`src/rtl/usr_pkg.sv`:
```
// ---------------------------------------------------------------------------
// usr_pkg
// Shared definitions for the universal shift register.
//   usr_mode_t : 2-bit operation select (hold / shift right / shift left / load)
//   DIR_RIGHT / DIR_LEFT : encoding of the remembered shift direction
// No ports (package).
// ---------------------------------------------------------------------------
package usr_pkg;

    typedef enum logic [1:0] {
        MODE_HOLD = 2'b00,
        MODE_SHR  = 2'b01,
        MODE_SHL  = 2'b10,
        MODE_LOAD = 2'b11
    } usr_mode_t;

    localparam logic DIR_RIGHT = 1'b0;
    localparam logic DIR_LEFT  = 1'b1;

endpackage

```
`src/rtl/usr_shift_counter.sv`:
```
// ---------------------------------------------------------------------------
// usr_shift_counter
// Counts shifts modulo WIDTH and emits a one-cycle word_done strobe in the
// cycle after the shift that completes a word.
// Ports:
//   clk        in   rising-edge clock
//   reset      in   synchronous active-high reset
//   en         in   clock enable; when low the count holds and the strobe clears
//   shift      in   a shift (either direction) happens on this edge
//   clear      in   a parallel load happens on this edge; restarts the count
//   bit_count  out  shifts since the last load/reset, modulo WIDTH
//   word_done  out  one-cycle strobe after the WIDTH-th shift
// ---------------------------------------------------------------------------
module usr_shift_counter
    import usr_pkg::*;
#(
    parameter int WIDTH = 8
) (
    input  logic                     clk,
    input  logic                     reset,
    input  logic                     en,
    input  logic                     shift,
    input  logic                     clear,
    output logic [$clog2(WIDTH)-1:0] bit_count,
    output logic                     word_done
);

    localparam int CNT_W = $clog2(WIDTH);
    localparam logic [CNT_W-1:0] LAST = CNT_W'(WIDTH - 1);

    logic [CNT_W-1:0] r_count;
    logic             r_done;

    // The strobe defaults low on every edge that is not a wrapping shift,
    // including disabled edges, so it can never be stretched.
    always_ff @(posedge clk) begin
        if (reset) begin
            r_count <= '0;
            r_done  <= 1'b0;
        end else if (!en) begin
            r_done  <= 1'b0;
        end else if (clear) begin
            r_count <= '0;
            r_done  <= 1'b0;
        end else if (shift) begin
            if (r_count == LAST) begin
                r_count <= '0;
                r_done  <= 1'b1;
            end else begin
                r_count <= r_count + 1'b1;
                r_done  <= 1'b0;
            end
        end else begin
            r_done  <= 1'b0;
        end
    end

    assign bit_count = r_count;
    assign word_done = r_done;

endmodule

```
`src/rtl/universal_shift_register.sv`:
```
// ---------------------------------------------------------------------------
// universal_shift_register
// WIDTH-bit shift register with left/right shift, synchronous parallel load,
// clock enable and a shift counter with word-complete strobe. Used as a
// serialiser/deserialiser between serial links and word-wide datapaths.
// Optional feature macro: USR_ROTATE_EN adds the rotate port; with rotate=1
// shifts recirculate the outgoing bit instead of taking data_in.
// Ports:
//   clk           in   rising-edge clock
//   reset         in   synchronous active-high reset (priority over en/mode)
//   en            in   clock enable; 0 freezes state and clears word_done
//   mode          in   00 hold, 01 shift right, 10 shift left, 11 load
//   data_in       in   serial input bit
//   parallel_in   in   load value
//   rotate        in   (USR_ROTATE_EN only) rotate instead of shift
//   data_out      out  bit that leaves on the next shift in current direction
//   parallel_out  out  register contents
//   bit_count     out  shifts since last load/reset, modulo WIDTH
//   word_done     out  one-cycle strobe after a full word has been shifted
// ---------------------------------------------------------------------------
module universal_shift_register
    import usr_pkg::*;
#(
    parameter int WIDTH = 8
) (
    input  logic                     clk,
    input  logic                     reset,
    input  logic                     en,
    input  logic [1:0]               mode,
    input  logic                     data_in,
    input  logic [WIDTH-1:0]         parallel_in,
`ifdef USR_ROTATE_EN
    input  logic                     rotate,
`endif
    output logic                     data_out,
    output logic [WIDTH-1:0]         parallel_out,
    output logic [$clog2(WIDTH)-1:0] bit_count,
    output logic                     word_done
);

    logic [WIDTH-1:0] r_q;
    logic             r_dir;

    usr_mode_t w_mode;
    logic      w_shr_in;
    logic      w_shl_in;
    logic      w_shift;
    logic      w_load;

    assign w_mode = usr_mode_t'(mode);

`ifdef USR_ROTATE_EN
    // Rotation feeds back the bit that is about to fall off the far end.
    assign w_shr_in = rotate ? r_q[0]       : data_in;
    assign w_shl_in = rotate ? r_q[WIDTH-1] : data_in;
`else
    assign w_shr_in = data_in;
    assign w_shl_in = data_in;
`endif

    assign w_shift = (w_mode == MODE_SHR) || (w_mode == MODE_SHL);
    assign w_load  = (w_mode == MODE_LOAD);

    always_ff @(posedge clk) begin
        if (reset) begin
            r_q   <= '0;
            r_dir <= DIR_RIGHT;
        end else if (en) begin
            case (w_mode)
                MODE_SHR: begin
                    r_q   <= {w_shr_in, r_q[WIDTH-1:1]};
                    r_dir <= DIR_RIGHT;
                end
                MODE_SHL: begin
                    r_q   <= {r_q[WIDTH-2:0], w_shl_in};
                    r_dir <= DIR_LEFT;
                end
                MODE_LOAD: begin
                    // Direction is remembered across loads.
                    r_q   <= parallel_in;
                end
                default: begin
                end
            endcase
        end
    end

    usr_shift_counter #(
        .WIDTH (WIDTH)
    ) u_counter (
        .clk       (clk),
        .reset     (reset),
        .en        (en),
        .shift     (w_shift),
        .clear     (w_load),
        .bit_count (bit_count),
        .word_done (word_done)
    );

    // The only combinational output: the bit on the exit side of q.
    assign data_out     = (r_dir == DIR_LEFT) ? r_q[WIDTH-1] : r_q[0];
    assign parallel_out = r_q;

endmodule
```
`config.mk`:
```
export PLATFORM = sky130hd
export DESIGN_NAME = universal_shift_register
export DESIGN_NICKNAME = d
export VERILOG_FILES = /design/src/rtl/usr_pkg.sv /design/src/rtl/usr_shift_counter.sv /design/src/rtl/universal_shift_register.sv
export SDC_FILE = /design/constraint.sdc
export NUM_CORES = 1
export LEC_CHECK = 0
export ABC_AREA = 1
export CAP_MARGIN = 20
export CORE_UTILIZATION = 41
export DETAILED_ROUTE_END_ITERATION = 8
export PLACE_DENSITY_LB_ADDON = 0.08
export SYNTH_ARGS = -nofsm -noshare
export SYNTH_HDL_FRONTEND = slang
export SYNTH_SLANG_ARGS = --single-unit
```
`constraint.sdc`:
```
create_clock -name clk -period 1 [get_ports clk]
set_input_delay 0.2 -clock clk [delete_from_list [all_inputs] [get_ports clk]]
set_output_delay 0.2 -clock clk [all_outputs]
set_load 0.03 [all_outputs]
```
### Word level (Yosys, flattened, before mapping)

Index checks and enable logic that the tools add are counted.

* register bits after elaboration: 13
* output and inout port bits: 13
* word-level logic and storage cells: 26

* $add $sub $neg: 1
* equal/unequal tests: 4
* mux-type cells: 7
* bitwise logic cells: 2
* reduce and logical (&&, ||, !) cells: 8

Operator list (number)
* $pmux 8 s3: 1
* $mux 3: 3
* $reduce_and 2->1: 3
* $eq 2x2->1 const B: 2
* $reduce_bool 2->1: 2
* $reduce_or 4->1: 1
* $add 3x1->3 const B: 1
* $eq 3x3->1 const B: 1
* $reduce_bool 3->1: 1
* $eq 2x1->1 const B: 1
* $mux 1: 2
* $not 1->1: 2
* $pmux 1 s2: 1
* $logic_or 1x1->1: 1

### Logic depth before layout (Yosys ltp)

Gate-level depths: netlist (run 1).

* depth after elaboration: 4
* gate-level depth with buffers: 9
* gate-level depth less buffers: 8

### Cells and area by module

Synthesis (run 1) repeated with hierarchy kept, for this count alone.

* cell total of the unflattened synthesis: 155
* area, all modules: 915.9 µm²

By module, submodules not included
* universal_shift_register: times used 1, cells each 127, area an instance 716.9 µm², seq. area each 180.2 µm²
* usr_shift_counter: times used 1, cells each 28, area an instance 198.9 µm², seq. area each 80.1 µm²

### Least setup slack after synthesis (run 1)

Ideal clock, no wire load.

* path type: reg2out
* start point: register r_q[0], in the netlist parallel_out[0]
* end point: output data_out
* arrival time: 1.283 ns
* slack: -0.483 ns
* cell stages (with the launch flop): 3
* path through: dfxtp_1 -> inv_1 -> o21ai_0

* longest elaborated chain between the ends: 1

Ends and longest elaborated chain
* start: declaration: line universal_shift_register.sv:41 `logic [WIDTH-1:0] r_q;`
* start signal: assignment: line universal_shift_register.sv:71 `r_q <= {w_shr_in, r_q[WIDTH-1:1]};`
* start signal: assignment: line universal_shift_register.sv:75 `r_q <= {r_q[WIDTH-2:0], w_shl_in};`
* start signal: assignment: line universal_shift_register.sv:80 `r_q <= parallel_in;`
* $mux 1: line universal_shift_register.sv:101 `assign data_out = (r_dir == DIR_LEFT) ? r_q[WIDTH-1] : r_q[0];`
* end: declaration: line universal_shift_register.sv:35 `output logic data_out,`

Every way passes these cells.

### Worst setup path in the final report (run 1)

* start point: register r_dir
* end point: output data_out

* longest elaborated chain between the ends: 1

Ends and longest elaborated chain
* start: declaration: line universal_shift_register.sv:42 `logic r_dir;`
* start signal: assignment: line universal_shift_register.sv:67 `r_dir <= DIR_RIGHT;`
* start signal: assignment: line universal_shift_register.sv:72 `r_dir <= DIR_RIGHT;`
* start signal: assignment: line universal_shift_register.sv:76 `r_dir <= DIR_LEFT;`
* $mux 1: line universal_shift_register.sv:101

Every way passes these cells.

==> results of run 1 <==
[power by group]
group	switching, W	internal (W)	leakage [nW]	total, W
Combinational	0.000261	0.000251	0.656	0.000512
Sequential	0.0000382	0.000546	0.114	0.000584
Clock	0.000174	0.000154	0.0150	0.000329
Total	0.000473	0.000952	0.785	0.00143
[per-layer routing]
layer / part of all wire [%] / global-route usage (%) / vias up
li1: - / - / 521
met1: 44 / 27.0 / 445
met2: 51 / 37.1 / 18
met3: 3.4 / 3.14 / 4
met4: 0.82 / 4.41 / 0
met5: 0 / 0 / -
[synth_stat cells]
| cell type | instances | area share, % |
|---|---|---|
| nand3_1 | 12 | 6.8 |
| nor4_1 | 1 | 0.71 |
| a21oi_1 | 5 | 2.8 |
| inv_2 | 1 | 0.43 |
| nor2_1 | 22 | 9.4 |
| nand2_1 | 46 | 20 |
| nor2_4 | 1 | 1.3 |
| o21ai_0 | 3 | 1.7 |
| buf_4 | 1 | 0.85 |
| inv_1 | 33 | 14 |
| buf_6 | 2 | 2.6 |
| dfxtp_1 | 13 | 30 |
| nor2_2 | 1 | 0.71 |
| ha_1 | 6 | 8.5 |
| buf_2 | 2 | 1.1 |
[cells by family (layout without fill, tap and decap cells)]
group	count (synthesis)	in the layout	synth area share (%)
adders and majority gates	6	6	8.51
buffers and inverters	39	79	19.0
DFF	13	13	29.5
AOI/OAI and AO/OA	8	8	4.54
and+or+nand+nor	83	83	38.4
[worst min-delay path by stage]
| stage | startpoint | endpoint | slack, ns | cells after the start |
|---|---|---|---|---|
| 2_1_floorplan | reset | u_counter.word_done | 0.28 | 1 |
| 3_3_place_gp | u_counter.bit_count[2] | u_counter.bit_count[2] | 0.48 | 2 |
| 3_5_place_dp | u_counter.bit_count[2] | u_counter.bit_count[2] | 0.49 | 2 |
| 4_1_cts | mode[0] | r_dir | 0.45 | 5 |
| 5_1_grt | mode[0] | r_dir | 0.44 | 5 |
| 6_report | mode[0] | r_dir | 0.42 | 5 |
[tightest hold or removal path, delay by kind of cell]
kind,cells,cell delay (ns)
buffers and inverters,2,0.13
and+or+nand+nor,1,0.07
AOI/OAI and AO/OA,1,0.06
adders and majority gates,1,0.21
[area by class of cell]
type,count,area share (%)
multi-input cells,97,38.8
clock buffers,4,1.80
repair buffers,41,27.7
flip-flops and latches,13,20.4
well taps,27,2.32
inverters,34,8.93
[stage by stage]
stage / total power [W] / hold slack (ns) / utilization, % / cells / worst slack [ns]
CTS: 0.00140 / 0.454 / 67.9 / 213 / -0.136
floorplan: 0.000852 / 0.277 / - / 149 / -0.00638
global placement: 0.00103 / 0.483 / 62.8 / 209 / -0.665
global route: 0.00152 / 0.439 / 72.8 / 216 / -0.158
finish: 0.00143 / 0.424 / 72.8 / 216 / -0.126
detailed placement: 0.00103 / 0.490 / 62.8 / 209 / -0.719
[registers in the layout, indices dropped and copies added, names as in the netlist]
register / count
parallel_out: 8
u_counter.bit_count: 3
r_dir: 1
u_counter.word_done: 1
[timing repair]
item | 4_1_cts | 5_1_grt
setup endpoints to repair | 24 | 19
setup buffers | 1 | 3
pin swaps | 3 | 7
resized for setup | 43 | 18
==> summary.md, run 1 <==
| Metric | Value |
|---|---|
| Run status | finished with violations |
| Failing checks | setup timing |
| Multi-input gate area | 566 sq um |
| CTS sink count | 13 |
| First-pass DRT Iterations | 5 |
| Yosys warns | 0 |
| Period utilisation layout | 113% |
| Rows | 16 |
| Total GRT Usage | 21.0% |
| Vias | roughly 990 |
| TritonCTS clock tree | yes |
| First-pass GRT wire length | between 3000 and 4000 um |
| Crit Path Class | register to output pin |
| Pwr dens | 979 mW/mm^2 |
| Clock Latency Late Sink | 0.27 ns |
| Vias per std cell | around 4.6 |
| Required time worst endpoint | 0.80 ns |
| Cells after Synth | 149 |
| RSZ-0062 raised after global routing | yes |
| DP Wirelength | 1640 um |
| GRT overflow | 0 |
| Setup violations, final | 4 |
| # DRC | 0 |
| DP Area | about 0.0013 sq mm |
| Placer Congestion | roughly 0.77 |
| Crit start category | register |
| ANT nets after route | 0 |
| Hold-fix buffers, CTS | 0 |
| Peak VDD IR | 0.762 mV |
| Layout area overhead | 65.1% |
| Count of cell types in the netlist | 15 |
| Seq/Total Area, Yosys | a little under 30% |
| FF-to-FF End | u_counter.bit_count[1] |
| Hold Vio Cnt, Final | 0 |
| Syn Nets | 169 |
| Nets | 210 |
| Leakage power | 0.785 nW |
| Slew Limit Fails | 0 |
| Slowest stage delay, CP | 0.37 ns |
| I/O Buffers | 26 |
| Initial antenna violation count | 0 |
| Reg area | 298 sq um |
| Die Wd | 48.4 um |
| Post-Syn Area per Cell | a little under 6 sq um |
| Area of the mapped netlist | about 900 sq um |
| Fillers | ~170 |
| FF-to-FF setup slack | 0 ns |
| Vias in the first global route | 913 |
| Worst setup path start | r_dir |
| Clock transition at the registers of the reported paths | 0.08 ns |
| WL per Instance | 10.1 um |
| Final TNS setup | -0.264 ns |
| Worst path depth | 2 |
| FF-to-FF path depth | 5 |
| Initial DRC Count | 17 |
| Most frequent cells in the layout | 43 x nand2_1, 29 x inv_1, 22 x nor2_1, 15 x buf_6, 14 x buf_4 |
| Worst-path fanout max | 3 |
| Die Y-Extent | 48.4 um |
| CP top delay family | flip-flops |
| CTS Buf Count | 3 |
| DIE AREA | roughly 0.0023 sq mm |
| Num ports | 27 |
| ANT cells | 0 |
| Fmax | 0.888 GHz |
| Worst Tran Pin Value | around 0.21 ns |
| Buf/Inv on CP | 1 |
| Slew margin rel. | 85.6% |
| Share of layout cells above drive strength 1 | 36.5% |
| Initial Util | 44.1% |
| Fin Clk Skew | 0.000440 ns |
| Final WS setup | -0.126 ns |
| Core area | roughly 0.002 sq mm |
| Min Tclk post-route | ~1.1 ns |
| Most common cell after layout, fill and taps aside | nand2_1 |
| CTS Root Cell | clkbuf_4 |
| H-Tree Depth | 1 |
| FF+latch count, synth | 13 |
| Final Cell Area | between 0.001 and 0.0015 sq mm |
| CP max-delay cell | dfxtp_4 |
| Worst setup path endpoint | data_out |
| Final WL | 2180 um |
| Worst Setup End Kind | output pin |
| Critical Path, Cell by Cell | o21ai_4, buf_6 |
| Critical register-to-register path startpoint | u_counter.bit_count[0] |
| Largest net degree at the start of global routing | 12 |
| Hold Crit Class | input pin to register |
| Clock buffer depth | 2 |
| Max Cap Viol | 0 |
| Critical Path AT | ~0.93 ns |
(Power assumes the default switching activity.)
==> run 2: changes to the inputs <==
--- a/config.mk
+++ b/config.mk
@@ -7,7 +7,7 @@
 export LEC_CHECK = 0
 export ABC_AREA = 1
 export CAP_MARGIN = 20
-export CORE_UTILIZATION = 41
+export CORE_UTILIZATION = 40
 export DETAILED_ROUTE_END_ITERATION = 8
 export PLACE_DENSITY_LB_ADDON = 0.08
 export SYNTH_ARGS = -nofsm -noshare
==> summary.md, run 2 (synthesis results as in run 1) <==
| Metric | Value |
|---|---|
| Clock power frac | 22.3% |
| First-pass DRT Iterations | 4 |
| # DRC | 0 |
| Final WL | around 2600 um |
| Crit start category | register |
| Leakage power | 0.819 nW |
| Final Util | 74.1% |
| WL per Instance | 11.8 um |
| Hold Crit Class | input pin to register |
| DIE AREA | 0.00240 sq mm |
| Crit Path Class | register to output pin |
| Clock buffer depth | 2 |
| Most common cell after layout, fill and taps aside | nand2_1 |
| Share of layout cells above drive strength 1 | 39.2% |
| Initial Util | a little over two fifths |
| Clock Latency Late Sink | 0.27 ns |
| Worst Tran Pin Value | 0.257 ns |
| Min Tclk post-route | between 1 and 1.5 ns |
| Final non-filler cell total | 221 |
| Die Wd | ~49 um |
| H-Tree Depth | 1 |
| Final TNS setup | -0.375 ns |
| Vias | 1,028 |
| Hold-fix buffers, CTS | 0 |
| Worst Setup End Kind | output pin |
| Logic pwr share | 37.7% |
| Critical Path AT | just over 0.9 ns |
| Sequential group share of total power | roughly two fifths |
| First-pass GRT wire length | 4060 um |
| Die Y-Extent | 49.0 um |
| Initial DRC Count | 12 |
| Cell Int Power | 0.000969 W |
| Final WS setup | -0.127 ns |
| Fmax | 0.888 GHz |
| Total GRT Usage | between 20 and 25% |
| Slowest stage delay, CP | 0.35 ns |
| Slew Limit Fails | 0 |
| Pre-CTS WS | -0.713 ns |
| Initial antenna violation count | 0 |
| Layout area overhead | 69.9% |
| FF-to-FF setup slack | -0.03 ns |
| Rows | 16 |
| Num ports | 27 |
| Critical Path, Cell by Cell | inv_2, o21ai_4, buf_6 |
| ANT cells | 0 |
| Peak VDD IR | ~0.66 mV |
| CP max-delay cell | dfxtp_2 |
| Run status | finished with violations |
| Most frequent cells in the layout | 43 x nand2_1, 28 x inv_1, 21 x nor2_1, 16 x buf_4, 15 x buf_6 |
| Vias in the first global route | 929 |
| CTS sink count | 13 |
| Largest net degree at the start of global routing | 12 |
| ANT nets after route | 0 |
| Failing checks | setup timing |
| Placer Congestion | roughly 0.78 |
| Fin Clk Skew | 0.00112 ns |
| Pwr dens | 974 mW/mm^2 |
| Max FFs per register | 8 |
| CTS Root Cell | clkbuf_4 |
| Nets | 215 |
| Slew margin rel. | 82.8% |
| Hold Vio Cnt, Final | 0 |
| Placed Instances | 209 |
| Clock transition at the registers of the reported paths | approximately 0.080 ns |
| DP Wirelength | 1650 um |
| Sw power | 0.000491 W |
| GRT overflow | 0 |
| Vias per std cell | 4.65 |
| RSZ-0062 raised after global routing | yes |
| Max Cap Viol | 0 |
| Setup violations, final | 7 |
| TritonCTS clock tree | yes |
| Worst-path fanout max | 3 |
| Required time worst endpoint | 0.80 ns |
| CTS Buf Count | 3 |
| I/O Buffers | 26 |
| Net Sw Frac | 33.6% |
| Core area | 0.00202 sq mm |
| Period utilisation layout | 113% |
## run 2: per-layer routing
| layer | vias to the layer above | GRT usage [%] | wire length (um) |
|---|---|---|---|
| li1 | 529 | - | - |
| met3 | 2 | 5.92 | 114 |
| met5 | - | 0 | 0 |
| met2 | 30 | 41.9 | 1430 |
| met1 | 467 | 24.5 | 1050 |
| met4 | 0 | 5.88 | 13 |
## run 2: worst max-delay path, delay by kind of cell (launching register included)
family | cells | cell delay, ns
DFF | 1 | 0.35
AOI/OAI and AO/OA | 1 | 0.11
buffers and inverters | 2 | 0.19
## run 2: power by group through the flow
stage	clock network (W)	logic [W]	registers, W
after global placement	0	0.000433	0.000596
after floorplan	0	0.000197	0.000655
final	0.000326	0.000551	0.000584
after CTS	0.000340	0.000497	0.000593
after global routing	0.000373	0.000598	0.000588
after detailed placement	0	0.000438	0.000597
## run 2: repair_timing
| action | CTS | global route |
|---|---|---|
| gates resized for setup | 41 | 21 |
| pin swaps | 3 | 9 |
| setup buffers | 4 | 4 |
| endpoints found under the setup margin | 24 | 24 |
| cloned | 0 | 1 |
## run 2: per-stage QoR
stage / area [sq um] / total power [W] / hold WS, ns
2_1_floorplan: 937 / 0.000852 / 0.277
3_3_place_gp: 1260 / 0.00103 / 0.482
3_5_place_dp: 1260 / 0.00104 / 0.482
6_report: 1500 / 0.00146 / 0.275
4_1_cts: 1410 / 0.00143 / 0.500
5_1_grt: 1500 / 0.00156 / 0.272
## run 2: final cells by class
cell class,count,area (sq um)
inverter,34,130
timing repair buffer,45,430
sequential,13,295
clock buffer,4,26.3
tap,27,33.8
multi-input combinational,98,583
fill,148,523
## run 2: worst paths after layout
check                               from                     end  cells past startpoint
setup reg to reg  u_counter.bit_count[0]  u_counter.bit_count[2]                      4
hold reg to reg   u_counter.bit_count[2]  u_counter.bit_count[2]                      2
hold / removal                     reset     u_counter.word_done                      2
setup / recovery         parallel_out[0]                data_out                      3
==> variant, RTL diff (settings of run 1) <==
`WIDTH` is set to 8 in 2 places; all go to 4.
--- a/src/rtl/usr_shift_counter.sv
+++ b/src/rtl/usr_shift_counter.sv
@@ -14,7 +14,7 @@
 module usr_shift_counter
     import usr_pkg::*;
 #(
-    parameter int WIDTH = 8
+    parameter int WIDTH = 4
 ) (
     input  logic                     clk,
     input  logic                     reset,
--- a/src/rtl/universal_shift_register.sv
+++ b/src/rtl/universal_shift_register.sv
@@ -21,7 +21,7 @@
 module universal_shift_register
     import usr_pkg::*;
 #(
-    parameter int WIDTH = 8
+    parameter int WIDTH = 4
 ) (
     input  logic                     clk,
     input  logic                     reset,
Ports: changed (resized bit_count, parallel_in and parallel_out); port bits go from 27 to 18. The function was not compared with the original's and may differ.
==> variant against run 1 <==
The run still ends with negative setup slack left; worst setup slack got worse by 0.026 ns; power fell by 37%; sequential cell count fell by 5; combinational power fell by 44%; final area fell by 45%; synthesized cell count fell by 54%; sequential power fell by 38%; sequential share of layout area rose by 0.78 points; synthesized area fell by 46%; wire length fell by 44%; count of clock-buffer cells in the layout fell by 1; largest power group unchanged.
==> variant: results (changes against run 1) <==
\begin{tabular}{lr}
\hline
Metric & Value \\
\hline
\multicolumn{2}{l}{\textbf{Setup path}} \\
Worst R2R Path Depth & 4 (-1) \\
Worst EP arrival & 0.95 ns (+0.02 ns) \\
Biggest fanout along the worst timing path & 2 (-1) \\
Setup slack on the worst flop-to-flop path & 0.11 ns (+0.11 ns) \\
\multicolumn{2}{l}{\textbf{Synthesis}} \\
Synthesized area per cell & 6.91 um2 (+17\%) \\
Net count after synthesis & 83 (-51\%) \\
Sequential share of the synthesized area & 33.6\% (+4.1 points) \\
Number of library cell types mapped by synthesis & 14 (-1) \\
\multicolumn{2}{l}{\textbf{STA}} \\
Setup Total Neg Slack & -0.153 ns (+0.112 ns) \\
Post-route setup slack & -0.153 ns (-0.0260 ns) \\
Clock tree skew after final layout & 0.0103 ns (+0.00987 ns) \\
Fmax & 868 MHz (-2.3\%) \\
Remaining max-slew budget at the tightest pin & 86.4\% (+0.79 points) \\
Final number of setup-violating endpoints & 1 (-3) \\
\multicolumn{2}{l}{\textbf{Detailed routing}} \\
DRT iter0 DRCs & 13 (-4) \\
Sum of routed wire length over all layers & 1.22 mm (-44\%) \\
Avg WL per Cell & 11.1 um (+10\%) \\
Number of vias per cell & 4.87 (+6.5\%) \\
\multicolumn{2}{l}{\textbf{Power}} \\
Switching Share & 32.0\% (-1.2 points) \\
LEAKAGE & 0.364 nW (-54\%) \\
Max IR drop VDD & 1060 uV (+39\%) \\
Combinational Power & 0.000286 W (-44\%) \\
Seq. pwr & 0.000362 W (-38\%) \\
Fraction of power consumed by combinational cells & 31.7\% (-4.2 points) \\
\multicolumn{2}{l}{\textbf{Finish}} \\
Largest register FFs & 4 (-4) \\
Fraction of layout cells with a size suffix above 1 & 42.7\% (+6.2 points) \\
Net count, final & 112 (-47\%) \\
\multicolumn{2}{l}{\textbf{Global route}} \\
Vias in the first global route & 516 (-43\%) \\
Largest net degree at the start of global routing & 7 (-5) \\
Overall Global Routing Usage & 23.6\% (+2.6 points) \\
Wire length of the first global-routing pass & 2.09 mm (-47\%) \\
\multicolumn{2}{l}{\textbf{Place}} \\
Input/output buffers & 17 (-35\%) \\
Placer's final routability congestion estimate & 0.770 (-0.57\%) \\
DPL Wire Length & 866 um (-47\%) \\
\multicolumn{2}{l}{\textbf{Hold path}} \\
Launch instance of the worst min-delay path & en \\
Hold depth & 4 (-1) \\
\multicolumn{2}{l}{\textbf{Run status}} \\
Run status & complete, but fails checks \\
Violations in the final reports & negative setup slack \\
\multicolumn{2}{l}{\textbf{CTS}} \\
Clock slew seen by the registers of the worst setup and hold paths & 0.06 ns (-0.02 ns) \\
\hline
\end{tabular}
variant: per-stage QoR:
| step | hold slack, ns | worst slack [ns] | instance area, um2 |
|---|---|---|---|
| final | 0.401 | -0.153 | 796 |
| after floorplan | 0.255 | 0.0171 | 493 |
| after CTS | 0.483 | -0.159 | 797 |
| after detailed placement | 0.470 | -0.569 | 704 |
| after global placement | 0.465 | -0.545 | 704 |
| after global routing | 0.422 | -0.180 | 796 |
variant: worst max-delay path by stage:
stage	end	slack, ns
after detailed placement	parallel_out[2]$_SDFFE_PP0P_	-0.57
after CTS	data_out	-0.16
after global placement	parallel_out[2]$_SDFFE_PP0P_	-0.55
after floorplan	parallel_out[0]$_SDFFE_PP0P_	0.02
final	data_out	-0.15
after global routing	data_out	-0.18
variant: per-layer routing:
layer	GRT usage (%)	vias to the layer above	routed length [um]
li1	-	272	-
met1	24.0	245	526
met2	41.4	12	613
met3	11.3	2	67
met4	8.65	0	8
met5	0	-	0
variant: cell families after synthesis:
kind of cell    count (synthesis)  share of synthesized area (%)
compound gates                  9                           10.2
buf+inv                        13                           10.2
simple gates                   35                           35.4
fa+ha+maj                       4                           10.5
flops                           8                           33.6
variant: layout make-up:
cell class	instances	share of cell area (%)
tap	13	2.04
inverter	13	6.13
timing repair buffer	23	26.4
multi-input combinational	49	41.4
clock buffer	3	2.83
sequential	8	21.2
variant: timing repair:
item                                    4_1_cts  5_1_grt
pin swaps                                     1        2
endpoints found under the setup margin       11       10
hold buffers                                  0        0
endpoints found under the hold margin         0        0
setup buffers                                 1        0
cloned                                        1        0
resized for setup                            17        6
variant: worst max-delay path: stages (launching register included):
cell	delay, ns
sky130_fd_sc_hd__dfxtp_2	0.33
sky130_fd_sc_hd__buf_6	0.11
sky130_fd_sc_hd__a21oi_4	0.11
sky130_fd_sc_hd__buf_6	0.14
